## src/rtl/rf_wb_arbiter.sv

```systemverilog
// Writeback arbiter sharing the register-file write port between requesters A and B, with
// one-entry holding slots, round-robin/age arbitration and a pending-write scoreboard.
// Optional macro RF_ZERO_GUARD_EN: writes to R0 are accepted and silently dropped.
module rf_wb_arbiter #(
  parameter int ADDR_W = 5,
  parameter int DATA_W = 32
) (
  input  logic              clk,
  input  logic              rst_n,
  input  logic              a_valid,
  output logic              a_ready,
  input  logic [ADDR_W-1:0] a_addr,
  input  logic [DATA_W-1:0] a_data,
  input  logic              b_valid,
  output logic              b_ready,
  input  logic [ADDR_W-1:0] b_addr,
  input  logic [DATA_W-1:0] b_data,
  output logic              rf_we,
  output logic [ADDR_W-1:0] rf_waddr,
  output logic [DATA_W-1:0] rf_wdata,
  input  logic [ADDR_W-1:0] rs_addr,
  input  logic [ADDR_W-1:0] rt_addr,
  output logic              rs_busy,
  output logic              rt_busy,
  output logic              idle
);

  logic              vldA_p0;
  logic              vldB_p0;
  logic [ADDR_W-1:0] addrA_p0;
  logic [ADDR_W-1:0] addrB_p0;
  logic [DATA_W-1:0] dataA_p0;
  logic [DATA_W-1:0] dataB_p0;
  logic              bOlder;
  logic              rrPtrB;

  logic              vld_p1;
  logic [ADDR_W-1:0] addr_p1;
  logic [DATA_W-1:0] data_p1;

  logic              grantA;
  logic              grantB;
  logic              rrFlip;
  logic              acceptA;
  logic              acceptB;
  logic              captureA;
  logic              captureB;
  logic              rsHit;
  logic              rtHit;

  function automatic logic addrHit(input logic              v,
                                   input logic [ADDR_W-1:0] held,
                                   input logic [ADDR_W-1:0] ra);
    return v && (held == ra);
  endfunction

  // Slot input handshake: readiness depends only on slot state and the current grant
  assign a_ready = ~vldA_p0 | grantA;
  assign b_ready = ~vldB_p0 | grantB;
  assign acceptA = a_valid & a_ready;
  assign acceptB = b_valid & b_ready;

`ifdef RF_ZERO_GUARD_EN
  assign captureA = acceptA & (a_addr != '0);
  assign captureB = acceptB & (b_addr != '0);
`else
  assign captureA = acceptA;
  assign captureB = acceptB;
`endif

  // Same-address contention must preserve write order, so age beats the pointer there
  always_comb begin
    grantA = 1'b0;
    grantB = 1'b0;
    rrFlip = 1'b0;
    if (vldA_p0 && vldB_p0) begin
      if (addrA_p0 == addrB_p0) begin
        if (bOlder) grantB = 1'b1;
        else        grantA = 1'b1;
      end else begin
        rrFlip = 1'b1;
        if (rrPtrB) grantB = 1'b1;
        else        grantA = 1'b1;
      end
    end else if (vldA_p0) begin
      grantA = 1'b1;
    end else if (vldB_p0) begin
      grantB = 1'b1;
    end
  end

  // Stage p0: holding slots
  always_ff @(posedge clk or negedge rst_n) begin
    if (!rst_n) begin
      vldA_p0 <= 1'b0;
      vldB_p0 <= 1'b0;
      bOlder  <= 1'b0;
      rrPtrB  <= 1'b0;
    end else begin
      vldA_p0 <= captureA | (vldA_p0 & ~grantA);
      vldB_p0 <= captureB | (vldB_p0 & ~grantB);
      if (captureB)      bOlder <= 1'b0;
      else if (captureA) bOlder <= 1'b1;
      if (rrFlip)        rrPtrB <= ~rrPtrB;
    end
  end

  always_ff @(posedge clk) begin
    if (captureA) begin
      addrA_p0 <= a_addr;
      dataA_p0 <= a_data;
    end
    if (captureB) begin
      addrB_p0 <= b_addr;
      dataB_p0 <= b_data;
    end
  end

  // Stage p1: registered write port
  always_ff @(posedge clk or negedge rst_n) begin
    if (!rst_n) begin
      vld_p1  <= 1'b0;
      addr_p1 <= '0;
      data_p1 <= '0;
    end else begin
      vld_p1 <= grantA | grantB;
      if (grantA) begin
        addr_p1 <= addrA_p0;
        data_p1 <= dataA_p0;
      end else if (grantB) begin
        addr_p1 <= addrB_p0;
        data_p1 <= dataB_p0;
      end
    end
  end

  assign rf_we    = vld_p1;
  assign rf_waddr = addr_p1;
  assign rf_wdata = data_p1;
  assign idle     = ~vldA_p0 & ~vldB_p0 & ~vld_p1;

  assign rsHit = addrHit(vldA_p0, addrA_p0, rs_addr) | addrHit(vldB_p0, addrB_p0, rs_addr)
               | addrHit(vld_p1, addr_p1, rs_addr);
  assign rtHit = addrHit(vldA_p0, addrA_p0, rt_addr) | addrHit(vldB_p0, addrB_p0, rt_addr)
               | addrHit(vld_p1, addr_p1, rt_addr);

`ifdef RF_ZERO_GUARD_EN
  assign rs_busy = rsHit & (rs_addr != '0);
  assign rt_busy = rtHit & (rt_addr != '0);
`else
  assign rs_busy = rsHit;
  assign rt_busy = rtHit;
`endif

endmodule

```

## config.mk

```make
export PLATFORM = sky130hd
export DESIGN_NAME = rf_wb_arbiter
export DESIGN_NICKNAME = d
export VERILOG_FILES = /design/src/rtl/rf_wb_arbiter.sv
export SDC_FILE = /design/constraint.sdc
export NUM_CORES = 1
export LEC_CHECK = 0
export CAP_MARGIN = 20
export CORE_MARGIN = 4
export CORE_UTILIZATION = 43
export DETAILED_ROUTE_END_ITERATION = 12
export PLACE_DENSITY = 0.75
export SLEW_MARGIN = 10
export SYNTH_ARGS = -nofsm -noshare
export SYNTH_HDL_FRONTEND = slang
export SYNTH_SLANG_ARGS = --single-unit
```

## constraint.sdc

```tcl
create_clock -name clk -period 2.9 [get_ports clk]
set_clock_uncertainty 0.15 [all_clocks]
set_input_delay 0.29 -clock clk [delete_from_list [all_inputs] [get_ports clk]]
set_output_delay 0.29 -clock clk [all_outputs]
set_load 0.02 [all_outputs]
```

==> flow_results.org, run 1 <==
** Critical path
- Worst setup path class :: reg -> out
- Along the worst path, the maximum fanout reaches 4.
- Data on the critical path is required at its endpoint by 2460 ps.
- STA classifies the critical path startpoint as a flop.
- STA classifies the critical path endpoint as an output pin.
- Data arrives at the worst endpoint at 2340 ps.

** Synthesis
- After synthesis, the netlist uses 30 different library cells.
- Synth Cell Area :: 4720 um^2
- For this run, the register share of the synthesized area comes to 0.693.
- Mean instance size in the synthesized netlist :: 15.0 um^2
- Synthesized instance count :: 315
- Total nets after synthesis :: 403
- Synth Register Bits :: 116
- Among all flip-flop cells after synthesis, the most frequent one is edfxtp_1.
- The Yosys step of the flow raised 0 warnings.
- The synthesized design contains 74 enable-type register cells.
- Asr flop ratio synth :: 0.362

** Global routing
- Summed over all layers, the global routing overflow is 0.
- Global-route wire length before repair :: 17.0 mm
- Across every metal layer, demand over resource in global routing totals 0.173.
- The initial antenna violation count is 0.
- Number of global-route vias before repair :: 3373
- Largest net degree at the start of global routing :: 75

** Die
- The core region is 10800 um^2.
- The floorplan has 38 rows.
- The initial utilization of the core area, before any placement, comes to 0.438.
- Die footprint :: 12700 um^2
- During I/O placement, the number of pins put on the boundary was 131.
- The floorplan step set the die width to 113 um.
- Die span in y :: 113 um

** Drt
- Number of nets with antenna violations after routing :: 0
- After detailed routing, the number of vias per cell comes to 4.85.
- Remaining DRCs :: 0
- In the final routed layout, each cell accounts on average for 17.1 um.
- Number of detailed-routing iterations run before antenna repair :: 4
- DR iter-0 viols :: 107
- The routed layout has 2994 vias.
- The final layout contains routed wiring with a total length of 10.6 mm.

** Timing
- Final min period :: 2780 ps
- Worst-case hold slack :: 199 ps
- Setup repair after global routing missed its margin :: false
- Measured against its own limit, the worst slew margin works out to 0.460.
- Final max-slew violation count :: 0
- Summed negative setup slack over all endpoints :: 0 ps
- The hold violation total from the final report is 0.
- Static timing analysis puts the maximum clock frequency at 0.359 GHz.
- Final setup vio count :: 0
- At the pin with the least slew margin, the transition time is 809 ps.
- Dividing the final minimum period by the clock period gives 0.960.

** Power
- Sw Share :: 0.320
- Share of total power in combinational logic :: 0.317
- Cell internal power was estimated by the tool at 4.56 mW.
- Switching power total :: 2.15 mW
- The share of total power dissipated in the clock network is 0.306.
- Power density of the placed cells :: 979 nW/um^2
- Sequential Power Share :: 0.376
- After layout, the design draws a total of 6.71 mW.
- IR analysis of the VDD net gives a maximum drop of 483 uV.
- Leakage power figure :: 2.69 nW

** Clocking
- CTS saw 116 sinks.
- Buffers inserted during clock tree synthesis total 17.
- After clock tree synthesis, the clock-pin slew on the worst setup and hold paths is 60 ps.
- TritonCTS built the clock tree.
- Largest buffer count on any clock path :: 2
- Depth of the CTS H-tree :: 4
- Clock insertion delay at the later pin of the skew report :: 490 ps
- The tree is rooted in a clkbuf_8.

** Run
- Number of max-capacitance violations reported :: 0

** Run status
- Status :: complete, no violations

** Layout
- The repair_antennas step left the layout with diodes totalling 0.
- Top library cells by usage in the layout, fill and taps aside :: clkdlybuf4s50_1, edfxtp_1, dfrtp_1
- Relative to the synthesized area, the layout overhead comes to 45.0%.
- Final net count :: 552
- In the final layout, the share of cells above drive strength 1 is 0.161.
- Most frequent standard cell in the layout excluding fill and tap cells :: clkdlybuf4s50_1

** Placed design
- Port buffering added 130 buffers.
- The HPWL after detailed placement is 6.92 mm.
- Routability-driven placement finished with a final weighted congestion of 0.912.

** Min path
- The min-delay analysis places its worst path in the category in -> reg.
critical path: stages, from the launching register on:
cell             delay, ps
edfxtp_1               400
xor2_1                 190
or3_4                  420
nand3b_4               210
mux2i_4                230
nand3_1                100
clkdlybuf4s15_1        310
synth_stat cells (all sizes together), types with 2 or more instances:
cell type / count / share of area
dfrtp: 42 / 0.22
xnor2: 8 / 0.015
clkbuf: 5 / 0.0040
nand3: 10 / 0.011
nor4: 6 / 0.0079
o21a: 2 / 0.0032
xor2: 28 / 0.052
nor2: 40 / 0.032
edfxtp: 74 / 0.47
a21oi: 38 / 0.059
buf: 8 / 0.015
o21bai: 2 / 0.0032
mux2i: 38 / 0.081
layout make-up:
type,instances,area (um^2)
well taps,140,175
flip-flops and latches,116,3270
inverters,1,3.75
clock inverters,13,158
fillers,799,3940
clock buffers,19,432
multi-input cells,185,1390
repair buffers,143,1420
metrics by stage:
step | area, um^2 | cells | worst slack, ps | util
floorplan | 4730 | 315 | 36.2 | -
global placement | 6190 | 578 | 168 | 0.573
detailed placement | 6190 | 578 | 136 | 0.573
CTS | 6850 | 617 | 3.73 | 0.634
global route | 6850 | 617 | 10.1 | 0.635
finish | 6850 | 617 | 115 | 0.635
cells by family (layout without fill, tap and decap cells):
logic type	Yosys count	count (layout)	synth area share
buffers and inverters	14	176	0.0201
AOI/OAI and AO/OA	47	47	0.0747
and+or+nand+nor	63	63	0.0620
muxes	39	39	0.0837
xor gates and xnor gates	36	36	0.0667
DFF	116	116	0.693
sequential cells by signal, summed over array words and instances (netlist names):
name      cells
addrA_p0      5
addrB_p0      5
bOlder        1
dataA_p0     32
dataB_p0     32
rf_waddr      5
rf_wdata     32
rf_we         1
rrPtrB        1
vldA_p0       1
vldB_p0       1
metal layers:
metal	GRT usage	vias to the layer above	routed length [um]
met5	0	-	0
met4	0.0505	0	84
met3	0.0535	7	558
met2	0.297	88	5430
met1	0.209	1460	4500
li1	-	1439	-
path summary, 6_finish.rpt:
path | start | end | slack (ps) | cells past startpoint
max in group asynchronous | rst_n | rf_wdata[25] | 1630 | 3
worst min-delay path | a_data[10] | dataA_p0[10] | 200 | 1
worst max-delay path | addrA_p0[4] | b_ready | 120 | 6
worst min register to register | dataA_p0[23] | rf_wdata[23] | 330 | 2
worst max register to register | addrA_p0[4] | dataB_p0[16] | 350 | 6
min in group asynchronous | rst_n | rf_wdata[2] | 280 | 2
power by group through the flow:
| stage | combinational, mW | sequential, mW | clock, mW |
|---|---|---|---|
| floorplan | 0.932 | 2.80 | 0 |
| global placement | 2.07 | 2.53 | 0 |
| detailed placement | 2.12 | 2.54 | 0 |
| CTS | 2.16 | 2.53 | 2.09 |
| global route | 2.28 | 2.58 | 2.18 |
| finish | 2.13 | 2.53 | 2.06 |
what timing repair did:
| item | CTS | global route |
|---|---|---|
| hold buffers | 1 | 0 |
| endpoints found under the hold margin | 31 | 0 |
| setup buffers | 6 | 0 |
| resized for setup | 6 | 5 |
| setup endpoints to repair | 2 | 4 |
Power figures use the tool's default switching activity.
==> inputs of run 2 (changes only) <==
- clock period: 2.9 -> 2.3 ns (I/O delays scaled with it)
==> run 2 against run 1 <==
  * Highest routed layer unchanged
  * Non-clock buffer count up 27
  * The flow now finishes with violations (setup timing)
  * Utilization up 5.3 points
  * Largest cell class unchanged
  * Wire length is 17% higher
  * Total power up 33%
==> flow_results.org, run 2 (synthesis gave the netlist of run 1 again) <==
** Drt
- Number of nets with antenna violations after routing :: 0
- Number of detailed-routing iterations run before antenna repair :: 4
- The detailed router finished its first iteration with 170 violations.
- The routed layout has 3225 vias.
- Wire length per cell :: 19.0 um
- After detailed routing, the number of vias per cell comes to 4.95.
- Wire length after detailed routing :: 12.3 mm
- Remaining DRCs :: 0

** Clocking
- Clock tree from TritonCTS :: done
- TritonCTS created 17 clock buffers.
- Root Buffer Master :: clkbuf_8
- Counting every sink on the clock net gives 116.
- Clock insertion delay at the later pin of the skew report :: 500 ps
- Clock-pin slew was measured on the worst setup and hold paths at 50 ps.
- The longest clock path from root to sink contains 2 buffers.
- The clock tree synthesis step divided the H-tree into 4 levels.

** Placed design
- GP Congestion :: 0.763
- Final HPWL from detailed placement :: 7.16 mm
- Count of buffers inserted at the top-level ports :: 130

** Layout
- Most frequent standard cell in the layout excluding fill and tap cells :: clkdlybuf4s50_1
- From synthesis to final layout, the design area changed by 57.0%.
- After the last flow step, the layout net total stands at 586.
- Number of antenna diodes :: 0
- Top library cells by usage in the layout, fill and taps aside :: clkdlybuf4s50_1, edfxtp_1, dfrtp_1
- Of the cells placed in the final design, the portion with a size suffix greater than 1 is 0.231.

** Run status
- Status :: complete, but fails checks
- Failing checks :: setup timing

** Power
- Leakage power figure :: 2.94 nW
- Share of total power in combinational logic :: 0.374
- Switching power total :: 2.90 mW
- Power density of the placed cells :: 1210 nW/um^2
- Of the total power, registers draw 0.352.
- Highest ir drop seen on vdd :: 782 uV
- Of the total power, the share spent switching nets is 0.324.
- Cell internal power was estimated by the tool at 6.06 mW.
- Of the total power, the clock network draws 0.273.
- The design draws 8.96 mW.

** Critical path
- The worst setup path is launched from a flop.
- In this design, the critical path's most frequently occurring cell is buf_6.
- Crit-path leading delay family :: simple AND/OR/NAND/NOR gates
- Data on the critical path is required at its endpoint by 1920 ps.
- Signal arrival time at the worst endpoint :: 2240 ps
- Critical Path, Cell by Cell :: xor2_1, or3_1, nand3b_4, buf_6, mux2i_2, nand3_1, buf_6
- The largest individual stage delay along the critical path comes from the cell edfxtp_1.
- Worst setup path class :: reg -> out
- Worst-case register-to-register setup slack :: -280 ps
- Counting both buffers and inverters, the worst setup path holds a total of 2.
- CP endpoint kind :: output pin
- Biggest cell delay along the critical path :: 390 ps
- Maximum fanout along the worst path :: 4

** Die
- The initial utilization of the core area, before any placement, comes to 0.438.
- Std-Cell Rows :: 38
- Die span in y :: 113 um
- Die footprint :: 12700 um^2
- The floorplan step set the die width to 113 um.
- Core area :: 10800 um^2
- Ports :: 131

** Timing
- Max Fclk :: 0.382 GHz
- Number of hold violations in the final report :: 0
- For the pin with the worst max-slew slack, the measured transition is 867 ps.
- Subtracting the final worst setup slack from the clock period gives 2620 ps.
- Of the available clock period, the critical path in the final layout requires 1.14.
- Tightest slew margin relative to the limit :: 0.422
- Setup violations remaining at the end of the flow were counted as 43.
- Setup repair after global routing missed its margin :: true
- In the post-route analysis, the smallest setup slack over all paths is -316 ps.
- Summed negative setup slack over all endpoints :: -9720 ps
- Final max-slew violation count :: 0

** Global routing
- For this run, the total global-route usage over all layers was measured as 0.196.
- Entering global routing, the biggest net connects 45 pins.
- Number of global-route vias before repair :: 3556
- Global routing finished with a remaining overflow of 0.
- The first global-routing pass estimated 18.8 mm of wire.
- The initial antenna violation count was 0.

** Min path
- Type of the tightest min-delay check :: in -> reg

** Run
- Across the run, the number of max-cap violations was 0.
[run 2: changes by cell type in the layout (fill, tap and decap cells not counted), moves of 3 or more]
cell / previous run / this run
buf_6: 0 / 11
o21a_4: 0 / 9
buf_12: 2 / 10
buf_4: 10 / 16
clkinvlp_4: 6 / 0
buf_16: 0 / 4
nor4_1: 6 / 2
nor4_2: 0 / 4
clkinv_2: 2 / 5
[run 2: path summary, 6_finish.rpt]
| check | end | from | cells past startpoint |
|---|---|---|---|
| worst max-delay path | b_ready | addrA_p0[4] | 7 |
| worst min-delay path | dataA_p0[9] | a_data[9] | 1 |
| worst max register to register | dataA_p0[27] | addrA_p0[4] | 10 |
| worst min register to register | rf_wdata[20] | dataA_p0[20] | 2 |
| max in group asynchronous | rf_wdata[8] | rst_n | 3 |
| min in group asynchronous | rf_wdata[22] | rst_n | 2 |
[run 2: metal layers]
layer	GRT usage	wire length [um]	share of wire
met1	0.242	5130	0.42
met2	0.336	6430	0.52
met3	0.0599	705	0.057
met4	0.0529	77	0.0062
met5	0	0	0
[run 2: final cells by class]
class / count / area [um^2]
clock inverters: 11 / 110
well taps: 140 / 175
fillers: 761 / 3370
flip-flops and latches: 116 / 3270
multi-input cells: 192 / 1540
inverters: 1 / 3.75
clock buffers: 21 / 449
repair buffers: 170 / 1870
[run 2: timing repair]
action | CTS | global route
hold endpoints to repair | 33 | 0
setup endpoints to repair | 79 | 110
hold buffers | 1 | 0
pin swaps | 8 | 10
resized for setup | 46 | 7
buffers inserted | 11 | 1
cloned | 11 | 2
[run 2: stage by stage]
stage / cell area, um^2 / util / cells / worst slack [ps] / hold WS (ps)
4_1_cts: 7320 / 0.678 / 648 / -335 / 103
5_1_grt: 7420 / 0.687 / 651 / -446 / 105
2_1_floorplan: 4740 / - / 315 / -45.9 / -216
6_report: 7420 / 0.687 / 651 / -316 / 131
3_3_place_gp: 6350 / 0.588 / 595 / -212 / 226
3_5_place_dp: 6350 / 0.588 / 595 / -248 / 230
[run 2: power groups by stage]
stage                     Clock, mW  Combinational (mW)  Sequential, mW
after floorplan                   0                1.19            3.52
after detailed placement          0                2.83            3.18
after global placement            0                2.76            3.17
after CTS                      2.49                3.19            3.16
after global routing           2.59                3.56            3.23
final                          2.45                3.35            3.16
[run 2: worst register-to-register path: cells and delay by family (launching register included)]
| family | cells | cell delay (ps) |
|---|---|---|
| simple gates | 2 | 590 |
| buf+inv | 5 | 670 |
| mux | 1 | 140 |
| xor+xnor | 1 | 190 |
| compound gates | 1 | 210 |
| flops | 1 | 390 |
==> inputs of run 3 (changes only) <==
- CORE_MARGIN: 4 -> unset
- SKIP_LAST_GASP: unset -> 1
==> run 3 against run 2 <==
  * The flow still finishes with violations (setup timing)
  * Global-route usage grew 0.61 points
  * Wire length is 8.2% lower
  * First-iteration DRC count is 10% lower
  * Die area decreased by 10%
  * Worst setup slack got worse by 24 ps
  * Register-to-register slack better by 70 ps
  * Critical endpoint is now a_ready
  * Largest power group is now sequential cells
==> flow_results.org, run 3 (synthesis gave the netlist of run 1 again) <==
** Min path
- Counting instances, the worst hold path has a depth of 1.
- Startpoint of the tightest hold check path :: b_data[12]
- The path class of the tightest hold or removal check is in -> reg.
- Hold EP :: dataB_p0[12]

** Die
- Effective utilization at floorplan :: 0.450
- Die width :: 107 um
- Core area :: 10500 um^2
- The die is 107 um tall.
- Std-Cell Rows :: 37
- Die footprint :: 11400 um^2
- Ports :: 131

** Global routing
- Global-route wire length before repair :: 17.0 mm
- met2 is the most crowded layer.
- Entering global routing, the biggest net connects 47 pins.
- Across every metal layer, demand over resource in global routing totals 0.202.
- For this run, global-route usage on met1 was measured as 0.239.
- Met3 GRT Util :: 0.0620
- The number of global-route vias before repair came to 3397.
- Global-route met2 utilization :: 0.350
- Number of antenna violations at the first check in global routing :: 0
- After global routing the overflow that remains totals 0.

** Timing
- Max Fclk :: 0.379 GHz
- Setup violations remaining at the end of the flow were counted as 39.
- After layout, the minimum clock period comes to 2640 ps.
- Hold is met by 123 ps.
- Post-route clock period utilization :: 1.15
- Final max-slew violation count :: 0
- Setup repair after global routing could not meet its margin everywhere.
- Summed negative setup slack over all endpoints :: -7040 ps
- At the pin with the least slew margin, the transition time is 499 ps.
- Tightest slew margin relative to the limit :: 0.668
- The hold violation total from the final report was 0.
- Least setup slack across all paths after layout :: -340 ps

** Clocking
- Depth of the CTS H-tree :: 4
- CTS buffer count :: 17
- Clock-pin slew was measured on the worst setup and hold paths at 60 ps.
- The tree is rooted in a clkbuf_8.
- CTS saw 116 sinks.
- For the worst-skew pair, the clock arrives at the later sink with an insertion delay of 510 ps.
- Clock tree from TritonCTS :: done
- The clock passes through at most 2 buffers.

** Critical path
- Crit Reg-Reg Startpoint :: addrB_p0[2]
- The worst register-to-register path has a depth of 9.
- The endpoint identified for the worst register-to-register timing path is dataA_p0[17].
- Maximum fanout along the worst path :: 4
- CP endpoint kind :: output pin
- Worst-case register-to-register setup slack :: -210 ps
- Cell at the slowest stage of the critical path :: edfxtp_1
- In this design, the stage delay of the slowest critical-path cell is 400 ps.
- The number of buffers and inverters on the critical path is 1.
- STA classifies the critical path startpoint as a flop.
- At the worst endpoint, the required time is 1920 ps.
- Signal arrival time at the worst endpoint :: 2260 ps
- The cell family contributing the most delay on the critical path is simple AND/OR/NAND/NOR gates.
- Traced cell by cell, the critical path runs through xor2_1, or3_4, nand3b_4, mux2_4, nand3_1, buf_6.
- Worst setup path class :: reg -> out

** Layout
- Area growth from synthesis to layout :: 52.2%
- Area of all placed cells without fillers :: 7190 um^2
- Final net count :: 577
- After the flow finishes, the layout carries non-filler instances totaling 638.
- At the end of the flow the core is filled with cells to 0.684.
- Of the cells placed in the final design, the portion with a size suffix greater than 1 is 0.215.
- Number of antenna diodes :: 0
- Most frequent standard cell in the layout excluding fill and tap cells :: clkdlybuf4s50_1
- The top cell types in the final layout, fill and taps aside, are clkdlybuf4s50_1, edfxtp_1, dfrtp_1.

** Drt
- The final route contains 3164 vias.
- DR iter-0 viols :: 153
- Number of nets with antenna violations after routing :: 0
- After detailed routing, the average wire length per cell comes to 17.8 um.
- In the routed layout, each cell is associated on average with a via count of 4.96.
- For this run, design rule violations remaining after detail routing come to 0.
- Wire length after detailed routing :: 11.3 mm
- The first detailed-routing pass ran for 4 iterations.

** Power
- Power density of the placed cells :: 1220 nW/um^2
- Overall power :: 8.79 mW
- Highest ir drop seen on vdd :: 817 uV
- Leakage power figure :: 2.86 nW

** Placed design
- Final HPWL from detailed placement :: 7.01 mm
- Once placement completed, the tool counted placed cells totaling 592.
- Routability-driven placement finished with a final weighted congestion of 0.795.
- Count of buffers inserted at the top-level ports :: 130
- Worst slack at placement :: -279 ps
- Placed cell areas :: 6350 um^2

** Run
- The tool flagged a number of max-cap violations equal to 0.

** Run status
- The flow ran to the end, but the final reports show violations.
- The final reports fail on setup timing.
## run 3: final cells by class
class | instances | area, um^2
tap | 136 | 170
sequential | 116 | 3270
clock inverter | 14 | 178
inverter | 1 | 3.75
fill | 709 | 3320
multi-input combinational | 186 | 1420
clock buffer | 18 | 418
timing repair buffer | 167 | 1720
## run 3: per-layer routing
metal,routed length [um],share of wire
met1,4750,0.42
met2,5660,0.50
met3,745,0.066
met4,179,0.016
met5,0,0
## run 3: how the worst max path moves through the flow
stage           startpoint           to  slack (ps)  depth (start not counted)
2_1_floorplan  addrB_p0[3]  addrA_p0[0]         -50                          5
3_5_place_dp   addrB_p0[3]      a_ready        -280                          6
5_1_grt        addrB_p0[2]      b_ready        -450                          7
3_3_place_gp   addrB_p0[3]      a_ready        -210                          6
4_1_cts        addrB_p0[4]      b_ready        -360                          7
6_report       addrB_p0[2]      a_ready        -340                          6
## run 3: worst reg2reg max path, delay by kind of cell, from the launching register on
| kind | cells | cell delay (ps) |
|---|---|---|
| buf+inv | 4 | 580 |
| compound gates | 1 | 240 |
| flops | 1 | 400 |
| mux | 1 | 140 |
| simple gates | 2 | 560 |
| xor+xnor | 1 | 200 |
## run 3: power breakdown
part           switching [mW]  internal, mW
clock network           0.949          1.66
registers               0.370          2.80
logic                    1.54          1.47
total                    2.86          5.93
## run 3: what timing repair did
action / in CTS / in global routing
resized for setup: 28 / 9
endpoints found under the hold margin: 42 / 0
gates cloned: 2 / 2
endpoints found under the setup margin: 79 / 79
buffers inserted: 8 / 7
hold buffers: 2 / 0
pin swaps: 10 / 6
==> RTL change 1 (flow settings as in run 2) <==
The parameter `DATA_W` goes from 32 to 28.
--- a/src/rtl/rf_wb_arbiter.sv
+++ b/src/rtl/rf_wb_arbiter.sv
@@ -3,7 +3,7 @@
 // Optional macro RF_ZERO_GUARD_EN: writes to R0 are accepted and silently dropped.
 module rf_wb_arbiter #(
   parameter int ADDR_W = 5,
-  parameter int DATA_W = 32
+  parameter int DATA_W = 28
 ) (
   input  logic              clk,
   input  logic              rst_n,
Interface: changed (resized a_data, b_data and rf_wdata); port bits go from 131 to 119. The function was not compared with the original's and may differ.
==> RTL change 1 against run 2 <==
The run still ends with setup timing left. Setup slack improved by 0.12 ns. Die area is 9.8% lower. Critical path depth grew 1. Routed wire length down 22%. Sequential power down 11%. Power fell by 26%. Synthesized cell count decreased by 7.9%. Final area is 17% lower. Global-route usage decreased by 2.9 points. Sequential cell count shrank 12. Clock power fell by 53%. Synthesized area is 11% lower. Largest cell class unchanged. Highest routed layer unchanged.
==> RTL change 1: results (changes against run 2) <==
### Min path
* **min-delay worst type** input port to asynchronous set/reset pin

### GRT
* **M2 GR Usage** 0.2936, -0.04214
* **total global-route track usage** 0.1671, -0.02905
* **maximum number of pins on one net before global-route repair** 35, -22%
* **routing usage on met3** 0.04034, -0.01956
* **via count of the first global-routing pass** 2945, -17%
* **first-pass GRT wire length** 14730 um, -22%

### Timing
* **final setup margin** -0.1912 ns, +0.1244 ns
* **WHS** 0.2147 ns, +0.08411 ns
* **accumulated negative setup slack** -10.30 ns, -0.5809 ns
* **Setup violations, final** 69, +60%

### Final layout
* **net count of the finished layout** 522, -11%
* **total of fill cells in the finished design** 717, -5.8%
* **fraction of layout instances using a drive strength above 1** 0.1700, -0.06090

### Routing
* **average vias per placed instance** 4.816, -2.8%
* **first-iteration detailed-routing DRC count** 83, -51%
* **met2 routed WL** 4947 um, -23%
* **WL/cell** 16.68 um, -12%
* **via count** 2774, -14%
* **M1 WL** 3962 um, -23%

### Synth
* **Synth Area per Inst** 14.57 um^2, -2.8%
* **dominant cells by area after synthesis** edfxtp_1 47%, dfrtp_1 22%, mux2i_1 8.1%, xor2_1 5.8%, a21oi_1 3.2%
* **post-synthesis compound-gate area fraction** 0.06454, -0.01015
* **register area share after synthesis** 0.6939, +0.001105
* **net count of the mapped netlist** 370, -8.2%
* **multiplexer area fraction after synthesis** 0.08319, -0.0005011
* **number of flops mapped to enable cells by yosys** 66, -11%
* **list of most frequent post-synthesis cells** 66 x edfxtp_1, 38 x dfrtp_1, 36 x nor2_1
* **number of unique standard cell types used by synthesis** 31, +3.3%

### Place
* **GP Congestion** 0.8096, +6.1%
* **DP Wirelength** 6713 um, -6.3%
* **placed cell areas** 5781 um^2, -8.9%

### Outcome
* **outcome** finished with violations
* **violated checks** setup timing

### Clock network
* **# resized after CTS** 25, -46%
* **buffers inserted by post-CTS timing repair** 3, -8
* **total clock buffers created by CTS** 9, -8
* **Skew-Pair Late Insertion Delay** 0.35 ns, -0.15 ns
* **Clock H-tree levels** 3, -1

### Power and ir drop
* **worst voltage drop across the vdd grid** 0.5014 mV, -36%
* **total leakage power** 0.002424 uW, -18%
* **Psw** 2348 uW, -19%

### Setup path
* **Arr. time, crit path** 2.43 ns, +0.19 ns
* **highest fanout seen on the critical path** 7, +3
* **cells on worst reg2reg path** 8, -2
* **biggest cell delay along the critical path** 0.41 ns, +0.02 ns

RTL change 1: cell count changes after synthesis, sizes merged:
cell | run 2 | this run
clkbuf | 5 | 2
mux2i | 38 | 34
a21oi | 38 | 34
edfxtp | 74 | 66
nor2 | 40 | 36
dfrtp | 42 | 38
buf | 8 | 10
RTL change 1: power groups by stage:
stage	registers (uW)	logic, uW	clock network (uW)
floorplan	3160	978	0
global placement	2830	2480	0
detailed placement	2850	2530	0
CTS	2820	2560	1200
global route	2890	2800	1280
finish	2820	2600	1160
RTL change 1: cell type report:
| type | count | area, um^2 | area share |
|---|---|---|---|
| flip-flops and latches | 104 | 2934 | 0.4773 |
| repair buffers | 153 | 1545 | 0.2514 |
| multi-input cells | 173 | 1285 | 0.2090 |
| well taps | 129 | 161.4 | 0.02626 |
| clock buffers | 9 | 123.9 | 0.02015 |
| clock inverters | 7 | 93.84 | 0.01527 |
| inverters | 1 | 3.754 | 0.0006106 |
==> RTL change 2 (flow settings as in run 2) <==
Made on the original files. Reset style: synchronous (`rst_n`), changed in 2 clocked blocks.
--- a/src/rtl/rf_wb_arbiter.sv
+++ b/src/rtl/rf_wb_arbiter.sv
@@ -90,7 +90,7 @@
   end
 
   // Stage p0: holding slots
-  always_ff @(posedge clk or negedge rst_n) begin
+  always_ff @(posedge clk) begin
     if (!rst_n) begin
       vldA_p0 <= 1'b0;
       vldB_p0 <= 1'b0;
@@ -117,7 +117,7 @@
   end
 
   // Stage p1: registered write port
-  always_ff @(posedge clk or negedge rst_n) begin
+  always_ff @(posedge clk) begin
     if (!rst_n) begin
       vld_p1  <= 1'b0;
       addr_p1 <= '0;
Function: differs if rst_n is asserted again (counterexample within 4 cycles, from zero or initial values and one cycle with rst_n low); with rst_n held inactive, the same outputs for 10 cycles.
==> RTL change 2 against run 2 <==
Routed wire length is 13% lower. Maximum frequency is 15% higher. Synthesized area is 6.6% lower. Setup slack better by 0.34 ns. Sequential share of layout area up 1.2 points. Register-to-register slack improved by 0.33 ns. Die area is 6.1% lower. Utilization down 0.23 points. Final area down 8.9%. Sequential cell count unchanged. Critical endpoint is now rs_busy. Largest cell class unchanged.
Power is not compared: it rests on default switching activity, and its combinational part moved more than twofold at a synthesized area within 25%.
==> RTL change 2: results (changes against run 2) <==
### Outcome
* **outcome** completed

### Final layout
* **net count of the finished layout** 545, -7.0%
* **Antenna diodes** 0, unchanged
* **Layout Area Growth over Synthesis** 53.13%
* **fraction of layout instances using a drive strength above 1** 0.2000, -0.03092
* **total of fill cells in the finished design** 701, -7.9%

### Synth
* **list of most frequent post-synthesis cells** 74 x edfxtp_1, 42 x dfxtp_1, 38 x and2_1
* **dominant cells by area after synthesis** edfxtp_1 50%, dfxtp_1 19%, a221o_1 6.8%, and2_1 5.4%, xor2_1 5.2%
* **register area share after synthesis** 0.6941, +0.001278
* **number of unique standard cell types used by synthesis** 33, +10%
* **yosys warns** 0, unchanged
* **Post-Synthesis Cells** 286, -9.2%
* **number of flops mapped to enable cells by yosys** 74, unchanged
* **net count of the mapped netlist** 374, -7.2%
* **fraction of post-synthesis cell area in the top cell type by area** 0.5035, +0.03321
* **fraction of registers with async set/reset** 0, -0.3621

### Timing
* **Worst Tran Pin Value** 0.3142 ns, -0.5532 ns
* **WHS** 0.1399 ns, +0.009270 ns

### Power and ir drop
* **total leakage power** 0.002537 uW

### GRT
* **via count of the first global-routing pass** 3256, -8.4%
* **total global-route track usage** 0.1829, -0.01326
* **first-pass GRT wire length** 16390 um, -13%
* **maximum number of pins on one net before global-route repair** 22, -51%

### Setup path
* **Arr. time, crit path** 1.89 ns, -0.35 ns
* **cells on worst reg2reg path** 8, -2
* **beginning of the worst register-to-register path** addrA_p0[3]$_DFFE_PP_
* **capturing point of the worst reg2reg path** rf_wdata[2]$_SDFFE_PN0P_
* **highest fanout seen on the critical path** 3, -1
* **slack of the worst reg-to-reg path** 0.05 ns, +0.33 ns
* **biggest cell delay along the critical path** 0.43 ns, +0.04 ns

### Min path
* **Hold Path Sink** dataB_p0[29]$_DFFE_PP_
* **start point of the worst hold path** b_data[29]

### Place
* **instance count after placement with tap cells included** 567, -4.7%
* **placed cell areas** 6105 um^2, -3.8%
* **DP Wirelength** 7589 um, +6.0%
* **worst slack at placement** -0.1227 ns, +0.1250 ns
* **GP Congestion** 0.7877, +3.2%

### Routing
* **first-iteration detailed-routing DRC count** 131, -23%
* **average vias per placed instance** 5.027, +1.5%
* **WL/cell** 17.90 um, -5.6%
* **wirelength, routed** 10790 um, -13%

### Clock network
* **Clock H-tree levels** 4, unchanged

-- RTL change 2: changes by cell type in the layout (fill, tap and decap cells not counted), moves of 7 or more --
cell     change
dfxtp_1     +42
dfrtp_1     -41
nor2_1      -40
and2_1      +37
mux2i_1     -37
a221o_1     +30
a21oi_2     -23
a21oi_1     -14
buf_4       +10
o21a_4       -9
a221o_2      +7
-- RTL change 2: what timing repair did --
action,CTS,global route
buffers inserted,3,1
pin swaps,7,9
gates resized for setup,25,7
endpoints found under the setup margin,4,10
-- RTL change 2: cell families after synthesis --
group / count (synthesis) / share of synthesized area
xor+xnor: 36 / 0.07145
simple gates: 70 / 0.09980
compound gates: 49 / 0.1109
buf+inv: 15 / 0.02381
flops: 116 / 0.6941
-- RTL change 2: how the worst max path moves through the flow --
| stage | startpoint | end | slack, ns | cells past startpoint |
|---|---|---|---|---|
| 2_1_floorplan | addrA_p0[2]$_DFFE_PP_ | addrA_p0[0]$_DFFE_PP_ | -0.19 | 5 |
| 3_3_place_gp | rs_addr[3] | rs_busy | -0.04 | 6 |
| 4_1_cts | addrA_p0[1]$_DFFE_PP_ | rt_busy | 0.001 | 6 |
| 3_5_place_dp | rt_addr[3] | rt_busy | -0.12 | 6 |
| 6_report | addrA_p0[2]$_DFFE_PP_ | rs_busy | 0.03 | 6 |
| 5_1_grt | addrA_p0[2]$_DFFE_PP_ | rs_busy | -0.08 | 6 |
-- RTL change 2: worst reg2reg max path, cell delays in order (launching register included) --
cell and delay (ns):
edfxtp_1 0.41, xor2_1 0.21, or2_4 0.28, o21ai_4 0.17, buf_6 0.12, buf_4 0.13, a31oi_4 0.09, buf_4 0.22
a221o_2 0.36
-- RTL change 2: power by group --
| part | switching [uW] | total [uW] | internal, uW |
|---|---|---|---|
| Combinational | 287 | 656 | 369 |
| Clock | 907 | 2550 | 1650 |
| Sequential | 69.0 | 2430 | 2360 |
-- RTL change 2: layout make-up --
type | count | share of cell area
sequential | 116 | 0.4532
clock buffer | 19 | 0.06240
tap | 133 | 0.02463
timing repair buffer | 163 | 0.2403
multi-input combinational | 155 | 0.1935
clock inverter | 13 | 0.02370
inverter | 4 | 0.002222
-- RTL change 2: layer usage --
metal | routed length [um] | global-route usage | vias up
met5 | 0 | 0 | -
met4 | 204 | 0.06679 | 0
met3 | 602 | 0.05109 | 14
met2 | 5675 | 0.3259 | 97
met1 | 4310 | 0.2098 | 1482
li1 | - | - | 1438
